File: src/rtl/sb_pkg.sv
// Shared opcodes, constants and FSM state types for the SB 2.0 DSP block.
package sb_pkg;

    localparam logic [7:0] SB_CMD_DAC     = 8'h10;
    localparam logic [7:0] SB_CMD_DMA8    = 8'h14;
    localparam logic [7:0] SB_CMD_DMA8_AI = 8'h1C;
    localparam logic [7:0] SB_CMD_TC      = 8'h40;
    localparam logic [7:0] SB_CMD_BLKSZ   = 8'h48;
    localparam logic [7:0] SB_CMD_PAUSE   = 8'hD0;
    localparam logic [7:0] SB_CMD_CONT    = 8'hD4;
    localparam logic [7:0] SB_CMD_SPK_ON  = 8'hD1;
    localparam logic [7:0] SB_CMD_SPK_OFF = 8'hD3;
    localparam logic [7:0] SB_CMD_EXIT_AI = 8'hDA;
    localparam logic [7:0] SB_CMD_VER     = 8'hE1;
    localparam logic [7:0] SB_CMD_IRQ     = 8'hF2;

    localparam logic [7:0] SB_RESET_ACK = 8'hAA;

    typedef enum logic [1:0] {
        C_IDLE,
        C_ARG1,
        C_ARG2
    } cmd_state_e;

    typedef enum logic [1:0] {
        D_IDLE,
        D_PACE,
        D_REQ
    } dma_state_e;

endpackage

File: src/rtl/sb_rdq.sv
// Two-entry DSP read queue; pop is applied before push, clr empties it.
module sb_rdq (
    input  logic       clk,
    input  logic       rst,
    input  logic       clr,
    input  logic       push,
    input  logic [7:0] din,
    input  logic       pop,
    output logic [7:0] head,
    output logic       nonempty
);

    logic [7:0] e0_q, e0_d;
    logic [7:0] e1_q, e1_d;
    logic [1:0] cnt_q, cnt_d;

    always_comb begin
        e0_d  = e0_q;
        e1_d  = e1_q;
        cnt_d = cnt_q;
        if (clr) begin
            cnt_d = push ? 2'd1 : 2'd0;
            e0_d  = din;
        end else begin
            if (pop && cnt_q != 2'd0) begin
                e0_d  = e1_q;
                cnt_d = cnt_q - 2'd1;
            end
            // a push into a full queue is silently dropped
            if (push && cnt_d != 2'd2) begin
                if (cnt_d == 2'd0) begin
                    e0_d = din;
                end else begin
                    e1_d = din;
                end
                cnt_d = cnt_d + 2'd1;
            end
        end
    end

    always_ff @(posedge clk) begin
        if (rst) begin
            e0_q  <= 8'h00;
            e1_q  <= 8'h00;
            cnt_q <= 2'd0;
        end else begin
            e0_q  <= e0_d;
            e1_q  <= e1_d;
            cnt_q <= cnt_d;
        end
    end

    assign nonempty = (cnt_q != 2'd0);
    assign head     = nonempty ? e0_q : 8'h00;

endmodule

File: src/rtl/sb_dsp_dma_ctrl.sv
// SB 2.0 DSP command sequencer and paced 8-bit playback DMA controller.
module sb_dsp_dma_ctrl
    import sb_pkg::*;
#(
    parameter int         CLKS_PER_US = 50,
    parameter logic [7:0] TC_RESET    = 8'hA6,
    parameter logic [7:0] VER_MAJ     = 8'h02,
    parameter logic [7:0] VER_MIN     = 8'h01
) (
    input  logic       clk,
    input  logic       rst,
    input  logic       cmd_wr,
    input  logic [7:0] cmd_data,
    input  logic       rstport_wr,
    input  logic       rstport_bit,
    input  logic       rd_pop,
    input  logic       stat_rd,
    output logic [7:0] rd_data,
    output logic       rd_avail,
    input  logic       dack_n,
    input  logic       dma_stb,
    input  logic [7:0] dma_data,
    output logic       drq,
    output logic       irq,
    output logic [7:0] pcm,
    output logic       spk_on,
    output logic       dma_busy
);

    cmd_state_e cmd_q, cmd_d;
    dma_state_e dma_q, dma_d;
    logic [7:0]  op_q, op_d;
    logic [7:0]  lo_q, lo_d;
    logic [7:0]  tc_q, tc_d;
    logic [15:0] blk_q, blk_d;
    logic [7:0]  pcm_q, pcm_d;
    logic        spk_q, spk_d;
    logic        pause_q, pause_d;
    logic        exit_q, exit_d;
    logic        auto_q, auto_d;
    logic        ver_q, ver_d;
    logic        arm_q, arm_d;
    logic        irq_q, irq_d;
    logic        drq_q, drq_d;
    logic        busy_q, busy_d;
    logic [23:0] cnt_q, cnt_d;
    logic [16:0] rem_q, rem_d;

    logic        soft_rst;
    logic        start;
    logic        start_ai;
    logic [16:0] start_len;
    logic        irq_set;
    logic        q_push;
    logic [7:0]  q_din;
    logic [23:0] period;
    logic        pace_hit;

    assign soft_rst = rstport_wr && !rstport_bit && arm_q;
    assign period   = 24'(CLKS_PER_US) * (24'd256 - {16'd0, tc_q});
    assign pace_hit = (cnt_q >= period - 24'd1);

    always_comb begin
        cmd_d     = cmd_q;
        op_d      = op_q;
        lo_d      = lo_q;
        tc_d      = tc_q;
        blk_d     = blk_q;
        spk_d     = spk_q;
        pause_d   = pause_q;
        exit_d    = exit_q;
        ver_d     = 1'b0;
        arm_d     = rstport_wr ? rstport_bit : arm_q;
        start     = 1'b0;
        start_ai  = 1'b0;
        start_len = 17'd0;
        irq_set   = 1'b0;
        q_push    = ver_q;
        q_din     = VER_MIN;
        pcm_d     = pcm_q;

        if (cmd_wr) begin
            case (cmd_q)
                C_IDLE: begin
                    op_d = cmd_data;
                    case (cmd_data)
                        SB_CMD_DAC, SB_CMD_DMA8,
                        SB_CMD_TC, SB_CMD_BLKSZ: cmd_d = C_ARG1;
                        SB_CMD_DMA8_AI: begin
                            start    = 1'b1;
                            start_ai = 1'b1;
                        end
                        SB_CMD_PAUSE:   pause_d = 1'b1;
                        SB_CMD_CONT:    pause_d = 1'b0;
                        SB_CMD_SPK_ON:  spk_d   = 1'b1;
                        SB_CMD_SPK_OFF: spk_d   = 1'b0;
                        SB_CMD_EXIT_AI: exit_d  = 1'b1;
                        SB_CMD_VER: begin
                            q_push = 1'b1;
                            q_din  = VER_MAJ;
                            ver_d  = 1'b1;
                        end
                        SB_CMD_IRQ:     irq_set = 1'b1;
                        default: ;
                    endcase
                end
                C_ARG1: begin
                    cmd_d = C_IDLE;
                    case (op_q)
                        SB_CMD_DAC: pcm_d = cmd_data;
                        SB_CMD_TC:  tc_d  = cmd_data;
                        default: begin
                            lo_d  = cmd_data;
                            cmd_d = C_ARG2;
                        end
                    endcase
                end
                C_ARG2: begin
                    cmd_d = C_IDLE;
                    if (op_q == SB_CMD_DMA8) begin
                        start     = 1'b1;
                        start_len = {1'b0, cmd_data, lo_q} + 17'd1;
                    end else begin
                        blk_d = {cmd_data, lo_q};
                    end
                end
                default: cmd_d = C_IDLE;
            endcase
        end
    end

    always_comb begin
        dma_d  = dma_q;
        drq_d  = drq_q;
        busy_d = busy_q;
        cnt_d  = cnt_q;
        rem_d  = rem_q;
        auto_d = auto_q;
        if (start) begin
            rem_d  = start_ai ? {1'b0, blk_q} + 17'd1 : start_len;
            auto_d = start_ai;
            cnt_d  = 24'd0;
            drq_d  = 1'b0;
            busy_d = 1'b1;
            dma_d  = D_PACE;
        end else begin
            case (dma_q)
                D_PACE: begin
                    if (!pause_q) begin
                        if (pace_hit) begin
                            if (dack_n) begin
                                drq_d = 1'b1;
                                dma_d = D_REQ;
                            end
                        end else begin
                            cnt_d = cnt_q + 24'd1;
                        end
                    end
                end
                D_REQ: begin
                    if (dma_stb) begin
                        drq_d = 1'b0;
                        cnt_d = 24'd0;
                        rem_d = rem_q - 17'd1;
                        dma_d = D_PACE;
                        if (rem_q == 17'd1) begin
                            if (auto_q && !exit_q) begin
                                rem_d = {1'b0, blk_q} + 17'd1;
                            end else begin
                                dma_d  = D_IDLE;
                                busy_d = 1'b0;
                                auto_d = 1'b0;
                            end
                        end
                    end
                end
                default: ;
            endcase
        end
    end

    // DMA data and end-of-block irq override command-side writes
    logic       dma_xfer;
    logic       dma_eob;
    logic [7:0] pcm_n;
    logic       irq_n;

    assign dma_xfer = !start && dma_q == D_REQ && dma_stb;
    assign dma_eob  = dma_xfer && rem_q == 17'd1;
    assign pcm_n    = dma_xfer ? dma_data : pcm_d;
    assign irq_n    = irq_set || dma_eob || (irq_q && !stat_rd);

    always_ff @(posedge clk) begin
        if (rst || soft_rst) begin
            cmd_q   <= C_IDLE;
            dma_q   <= D_IDLE;
            op_q    <= 8'h00;
            lo_q    <= 8'h00;
            tc_q    <= TC_RESET;
            blk_q   <= 16'h07FF;
            pcm_q   <= 8'h80;
            spk_q   <= 1'b0;
            pause_q <= 1'b0;
            exit_q  <= 1'b0;
            auto_q  <= 1'b0;
            ver_q   <= 1'b0;
            arm_q   <= 1'b0;
            irq_q   <= 1'b0;
            drq_q   <= 1'b0;
            busy_q  <= 1'b0;
            cnt_q   <= 24'd0;
            rem_q   <= 17'd0;
        end else begin
            cmd_q   <= cmd_d;
            dma_q   <= dma_d;
            op_q    <= op_d;
            lo_q    <= lo_d;
            tc_q    <= tc_d;
            blk_q   <= blk_d;
            pcm_q   <= pcm_n;
            spk_q   <= spk_d;
            pause_q <= pause_d;
            exit_q  <= start ? 1'b0 : exit_d;
            auto_q  <= auto_d;
            ver_q   <= ver_d;
            arm_q   <= arm_d;
            irq_q   <= irq_n;
            drq_q   <= drq_d;
            busy_q  <= busy_d;
            cnt_q   <= cnt_d;
            rem_q   <= rem_d;
        end
    end

    sb_rdq u_rdq (
        .clk      (clk),
        .rst      (rst),
        .clr      (soft_rst),
        .push     (soft_rst || q_push),
        .din      (soft_rst ? SB_RESET_ACK : q_din),
        .pop      (rd_pop),
        .head     (rd_data),
        .nonempty (rd_avail)
    );

    assign drq      = drq_q;
    assign irq      = irq_q;
    assign pcm      = pcm_q;
    assign spk_on   = spk_q;
    assign dma_busy = busy_q;

endmodule

File: config.mk
export PLATFORM = sky130hd
export DESIGN_NAME = sb_dsp_dma_ctrl
export DESIGN_NICKNAME = d
export VERILOG_FILES = /design/src/rtl/sb_pkg.sv /design/src/rtl/sb_rdq.sv /design/src/rtl/sb_dsp_dma_ctrl.sv
export SDC_FILE = /design/constraint.sdc
export NUM_CORES = 1
export LEC_CHECK = 0
export ABC_AREA = 1
export BUFFER_PORTS_ARGS = -buffer_cell sky130_fd_sc_hd__clkbuf_2
export CELL_PAD_IN_SITES_DETAIL_PLACEMENT = 0
export CELL_PAD_IN_SITES_GLOBAL_PLACEMENT = 1
export CORE_MARGIN = 5
export CORE_UTILIZATION = 42
export CTS_BUF_LIST = sky130_fd_sc_hd__clkbuf_2
export DETAILED_ROUTE_END_ITERATION = 8
export GPL_TIMING_DRIVEN = 1
export PLACE_DENSITY_LB_ADDON = 0.1
export SKIP_LAST_GASP = 1
export SLEW_MARGIN = 20
export SYNTH_ARGS = -nofsm -noshare
export SYNTH_HDL_FRONTEND = slang
export SYNTH_SLANG_ARGS = --single-unit
File: constraint.sdc
create_clock -name clk -period 4.45 [get_ports clk]
set_input_delay 0.445 -clock clk [delete_from_list [all_inputs] [get_ports clk]]
set_output_delay 0.445 -clock clk [all_outputs]
set_load 0.01 [all_outputs]
## Word level (Yosys, flattened, before mapping)

Cells that the tools add are included.

- Bits in registers: 120
- Bits in latches: 0
- Memory bits (writable): 0
- Memory bits (read-only): 0
- Output and inout bits: 21
- Memories: 0

- Add/subtract/negate cells: 8
- Multiply operators: 1
- Divide/modulo/power cells: 0
- $lt $le $gt $ge: 1
- Equality and inequality tests: 32
- Shift operators: 0
- Mux-type cells: 68
- Bitwise logic cells: 6
- Reduce and logical (&&, ||, !) cells: 49

Operators by type and width:

| cell | number |
|---|---|
| $mux W17 | 9 |
| $mux W8 | 10 |
| $mux W24 | 3 |
| $eq A8 B8 Y1 const B | 7 |
| $pmux W24 S2 | 1 |
| $eq A8 B5 Y1 const B | 5 |
| $add A16 B1 Y17 const B | 2 |
| $mux W1 | 26 |
| $mux W2 | 13 |
| $add A24 B1 Y24 const B | 1 |
| $eq A8 B7 Y1 const B | 3 |
| $ge A24 B24 Y1 | 1 |
| $mul A5 B24 Y23 const A | 1 |
| $reduce_and A3 Y1 | 8 |
| $sub A24 B1 Y24 const B | 1 |
| $reduce_bool A2 Y1 | 10 |
| $eq A17 B1 Y1 const B | 1 |
| $sub A17 B1 Y17 const B | 1 |
| $ne A2 B2 Y1 const B | 7 |
| $ne A3 B3 Y1 const B | 4 |
| $reduce_and A5 Y1 | 2 |
| $sub A9 B8 Y10 const A | 1 |
| $logic_and A1 B1 Y1 | 9 |
| $pmux W1 S2 | 4 |
| other kinds (16) | 35 |

## Depth between registers and ports, before layout

- Depth after elaboration: 10
- Mapped depth: 37

## Modules after synthesis

Synthesis repeated with hierarchy kept, for this count alone.

- Cells, all modules: 1440
- Area total of the unflattened synthesis: 9546.7 µm²

Modules (own cells, without submodules):

| module | instances | cells an instance | area an instance (µm²) |
|---|---|---|---|
| sb_dsp_dma_ctrl | 1 | 1278 | 8304.2 |
| sb_rdq | 1 | 162 | 1242.4 |

## Least setup slack after synthesis

No wires, ideal clock.

- Kind: reg2reg
- Start: reg tc_q[0]
- End: reg cnt_q[2]
- Arrival time: 4.759 ns
- Data required time: 4.380 ns
- Slack: -0.378 ns
- Cell stages (with the launch flop): 32
- Path buffers: 1
- Period minus slack after synthesis: 4.828 ns
- Cells stage by stage: dfxtp_1 > inv_1 > ha_1 > nand2_1 > nor3_1 > nand2_1 > xor2_1 > inv_1 > ha_1 > ha_1 > ha_1 > ha_1 > a21oi_1 > nor2_1 > nor2_1 > nand3_1 > nand2_1 > clkinv_1 > xor2_1 > inv_1 > ha_1 > nand2_1 > nor2_1 > nand4_1 > nor2_1 > nand2_1 > nand3_1 > nand2_2 > nand2_2 > buf_4 > nand2_1 > a21oi_1

- Cells in the longest elaborated chain, start to end: 6

Ends and longest elaborated chain:

| element | RTL line | RTL |
|---|---|---|
| start: declaration | sb_dsp_dma_ctrl.sv:34 | `logic [7:0] tc_q, tc_d;` |
| start signal: assignment | sb_dsp_dma_ctrl.sv:218 | `tc_q <= tc_d;` |
| $sub A9 B8 Y10 | sb_dsp_dma_ctrl.sv:60 | `assign period = 24'(CLKS_PER_US) * (24'd256 - {16'd0, tc_q});` |
| $mul A5 B24 Y23 | sb_dsp_dma_ctrl.sv:60 |  |
| $sub A24 B1 Y24 | sb_dsp_dma_ctrl.sv:61 | `assign pace_hit = (cnt_q >= period - 24'd1);` |
| $ge A24 B24 Y1 | sb_dsp_dma_ctrl.sv:61 |  |
| $ne A2 B2 Y1 (no source line) | - |  |
| $reduce_and A4 Y1 (no source line) | - |  |
| end signal: assignment | sb_dsp_dma_ctrl.sv:230 | `cnt_q <= cnt_d;` |
| end: declaration | sb_dsp_dma_ctrl.sv:46 | `logic [23:0] cnt_q, cnt_d;` |

No other way between the ends.
A chain may end at the register's enable or synchronous reset.

## Final worst setup path

- Start: reg tc_q[0]
- End: reg cnt_q[13]

The elaborated chain is that of the path after synthesis.

==> results.yml <==
global_route:
  first_global_vias: 8443
  met2_usage_pct: 35.0
  use_met1_pct: 30.7
  top_usage_layer: "met2"
  grt_start_max_net_pins: 50
  antenna_found_initial: 1
  track_usage_pct: 21.7
  gr-total-overflow: 0
  grt_pass1_wl_microns: 43000
  use_met3_pct: 3.13
power:
  vdd_ir_drop_max_uv: 130
  p_int_w: 0.00161
  clkPwrFrac_pct: 43.1
  p_per_area_mw_per_mm2: 205
  power.leakage_nw: 4.98
  swShare_pct: 29.2
  power_frac_seq_pct: 46.1
  power.switching_w: 0.000665
  combPwrFrac_pct: 10.8
timing:
  period_minus_slack_ns: 4.84
  fmax_mhz: 207
  rsz0062_at_grt: "true"
  relSlewSlack_pct: 30.4
  fin_crit_sh_pct: 109
  final_max_slew_viol_count: 0
  finalHoldViolCount: 0
  tightest_slew_ns: 1.04
  finalWorstSetupSlack_ns: -0.388
  skew_ns: 0.0536
  setup_viol: 26
synthesis:
  synth_adder_area_share_pct: 9.93
  synth-main-ff-cell: "dfxtp_1"
  seq_area_frac_synth_pct: 25.4
  yosys_warnings: 0
  synth_nets: 1482
  synth_cell_type_count: 50
  avgSynthCellArea_sq_um: 6.48
  synth-simple-area-share_pct: 34.9
  synth-compound-area-share_pct: 13.7
  synthMuxAreaShare_pct: 0
  synth_top_family_by_area: "simple AND/OR/NAND/NOR gates"
  syn_inst: 1388
  synth_edf_count: 0
  syn_area_sq_mm: 0.00900
  synth-seq-cells: 114
  synth_xor_area_share_pct: 5.63
  synthArstFlopShare_pct: 0
layout:
  drive_above_1_share_pct: 20.4
  final_cells: 1783
  area_growth_pct: 22.9
  nNetsFinal: 1588
routing:
  drtPass1Iterations: 5
  totalWireLength_microns: 27100
  num_vias: 9102
  drc_errors: 0
  drt-vias-per-instance: 5.10
  drtIter0Drc: 536
  wl_per_cell_microns: 15.2
  antenna_left: 0
min_path:
  hold_path.class: "input port to flip-flop"
placement:
  gp_congestion: 0.845
  numPortBuffers: 45
  dp_cells: 1719
  post-place-ws_ns: -0.430
  dpl.hpwl_microns: 20100
critical_path:
  slowest_delay_ns: 0.49
  path_class: "flip-flop to flip-flop"
  critPathTopFamily: "simple AND/OR/NAND/NOR gates"
  worstPathArrival_ns: 5.48
  cp-end-kind: "flip-flop"
  worstPathRequired_ns: 5.09
  rrSetupSlack_ns: -0.39
  critPathLaunchType: "flip-flop"
  critPathMostFrequentCell: "nand2_1"
  cp_max_fo: 7
  slowest_stage: "fa_1"
  path_buf_inv: 3
cts:
  clk_latency_ns: 0.74
  htreeDepth: 4
  root_buffer: "clkbuf_2"
  clockBufferDepth: 2
  cts_sinks: 114
  cts_tree: "done"
  clk_pin_slew_ns: 0.23
  numCtsBuffers: 17
die:
  io-pin-count: 46
  initial_utilization_pct: 42.7
  fp.dieW_microns: 156
  dieArea_sq_mm: 0.0244
  rows: 53
  core_sq_mm: 0.0211
  die_y_microns: 156
run_status:
  status: "complete, but fails checks"
  violations: "setup timing"
flow_run:
  max_cap_violations: 0
worst reg2reg max path: cells and delay by family (launching register included):
family	cells	cell delay, ns
buffers and inverters	3	0.26
AND/OR/NAND/NOR	17	2.02
flip-flops	1	0.41
AO/OA/AOI/OAI	1	0.14
XOR/XNOR	2	0.30
adder cells (fa/ha/maj)	5	1.61
final timing paths:
path / start / depth (start not counted) / end
setup reg to reg: tc_q[0]$_SDFFE_PP0P_ / 28 / cnt_q[13]$_SDFFE_PP0P_
setup / recovery: tc_q[0]$_SDFFE_PP0P_ / 28 / cnt_q[13]$_SDFFE_PP0P_
hold reg to reg: exit_q$_SDFFE_PP0P_ / 2 / exit_q$_SDFFE_PP0P_
hold / removal: cmd_wr / 4 / cmd_q[0]$_SDFFE_PP0P_
routing by layer:
metal | part of all wire [%] | vias up
met2 | 46 | 160
met3 | 3.2 | 30
met5 | 0 | -
met1 | 49 | 4169
li1 | - | 4743
met4 | 1.6 | 0
area by class of cell:
class                      count  area [sq um]
antenna                        1          2.50
clock buffer                  17          85.1
clock inverter                15           254
fill                        2200         10000
inverter                     190           724
multi-input combinational   1047          6440
sequential                   114          2290
tap                          275           344
timing repair buffer         124           921
through the flow:
step | hold slack [ns] | total power (W) | util, % | instance area (sq um) | TNS [ns]
6_report | 0.0647 | 0.00227 | 52.5 | 11100 | -9.06
5_1_grt | -0.0174 | 0.00238 | 52.5 | 11100 | -17.26
4_1_cts | 0.00509 | 0.00230 | 50.2 | 10600 | -8.49
3_5_place_dp | 0.440 | 0.00130 | 47.3 | 9970 | -9.77
3_3_place_gp | 0.433 | 0.00130 | 47.2 | 9960 | -9.08
2_1_floorplan | 0.426 | 0.00123 | - | 9260 | -0.713
flip-flops by register name, summed over array words and instances (netlist names), 8 cells and up:
name and flops:
op_q 8, tc_q 8, u_rdq.e0_q 8, rem_q 17
lo_q 8, blk_q 16, cnt_q 24, pcm 8
layout by cell type (no fill, tap or decap), types with 20 or more instances in the layout:
| master | Yosys | layout |
|---|---|---|
| a21oi_1 | 112 | 99 |
| buf_4 | 3 | 58 |
| clkbuf_2 | 1 | 62 |
| dfxtp_1 | 114 | 112 |
| ha_1 | 65 | 45 |
| ha_4 | 0 | 20 |
| inv_1 | 178 | 166 |
| nand2_1 | 312 | 290 |
| nand2_2 | 6 | 22 |
| nand3_1 | 125 | 118 |
| nand4_1 | 29 | 29 |
| nor2_1 | 156 | 144 |
| o21ai_0 | 53 | 53 |
| xor2_1 | 42 | 39 |
Yosys cell counts (12+ instances only):
cell type / number / share of area [%]
o21ai_0: 53 / 2.9
buf_2: 15 / 0.83
clkbuf_1: 12 / 0.50
xnor2_1: 14 / 1.4
nor3_1: 22 / 1.2
nand4_1: 29 / 2.0
dfxtp_1: 114 / 25
a21oi_1: 112 / 6.2
xor2_1: 42 / 4.1
ha_1: 65 / 9.0
nand2_1: 312 / 13
nand3_1: 125 / 7.0
nor2_2: 14 / 0.97
nor2_1: 156 / 6.5
o21ai_1: 19 / 1.1
o211ai_1: 16 / 1.3
inv_1: 178 / 7.4
power groups by stage:
stage	Clock (W)	Combinational, W	Sequential, W
2_1_floorplan	0	0.000166	0.00107
3_3_place_gp	0	0.000233	0.00107
3_5_place_dp	0	0.000234	0.00107
4_1_cts	0.00100	0.000245	0.00105
5_1_grt	0.00105	0.000280	0.00105
6_report	0.000979	0.000246	0.00105
timing repair:
| action | in CTS | in global routing |
|---|---|---|
| setup endpoints to repair | 26 | 26 |
| gates resized for setup | 19 | 78 |
| hold buffers | 13 | 0 |
| hold endpoints to repair | 18 | 0 |
| gates cloned | 0 | 4 |
| pin swaps | 1 | 53 |
| buffers inserted | 8 | 7 |
cells by family after synthesis:
family	count (synthesis)
and+or+nand+nor	696
buffers and inverters	229
AOI/OAI and AO/OA	223
DFF	114
adders and majority gates	69
xor gates and xnor gates	57
No activity file was read; power rests on OpenSTA's default activity.
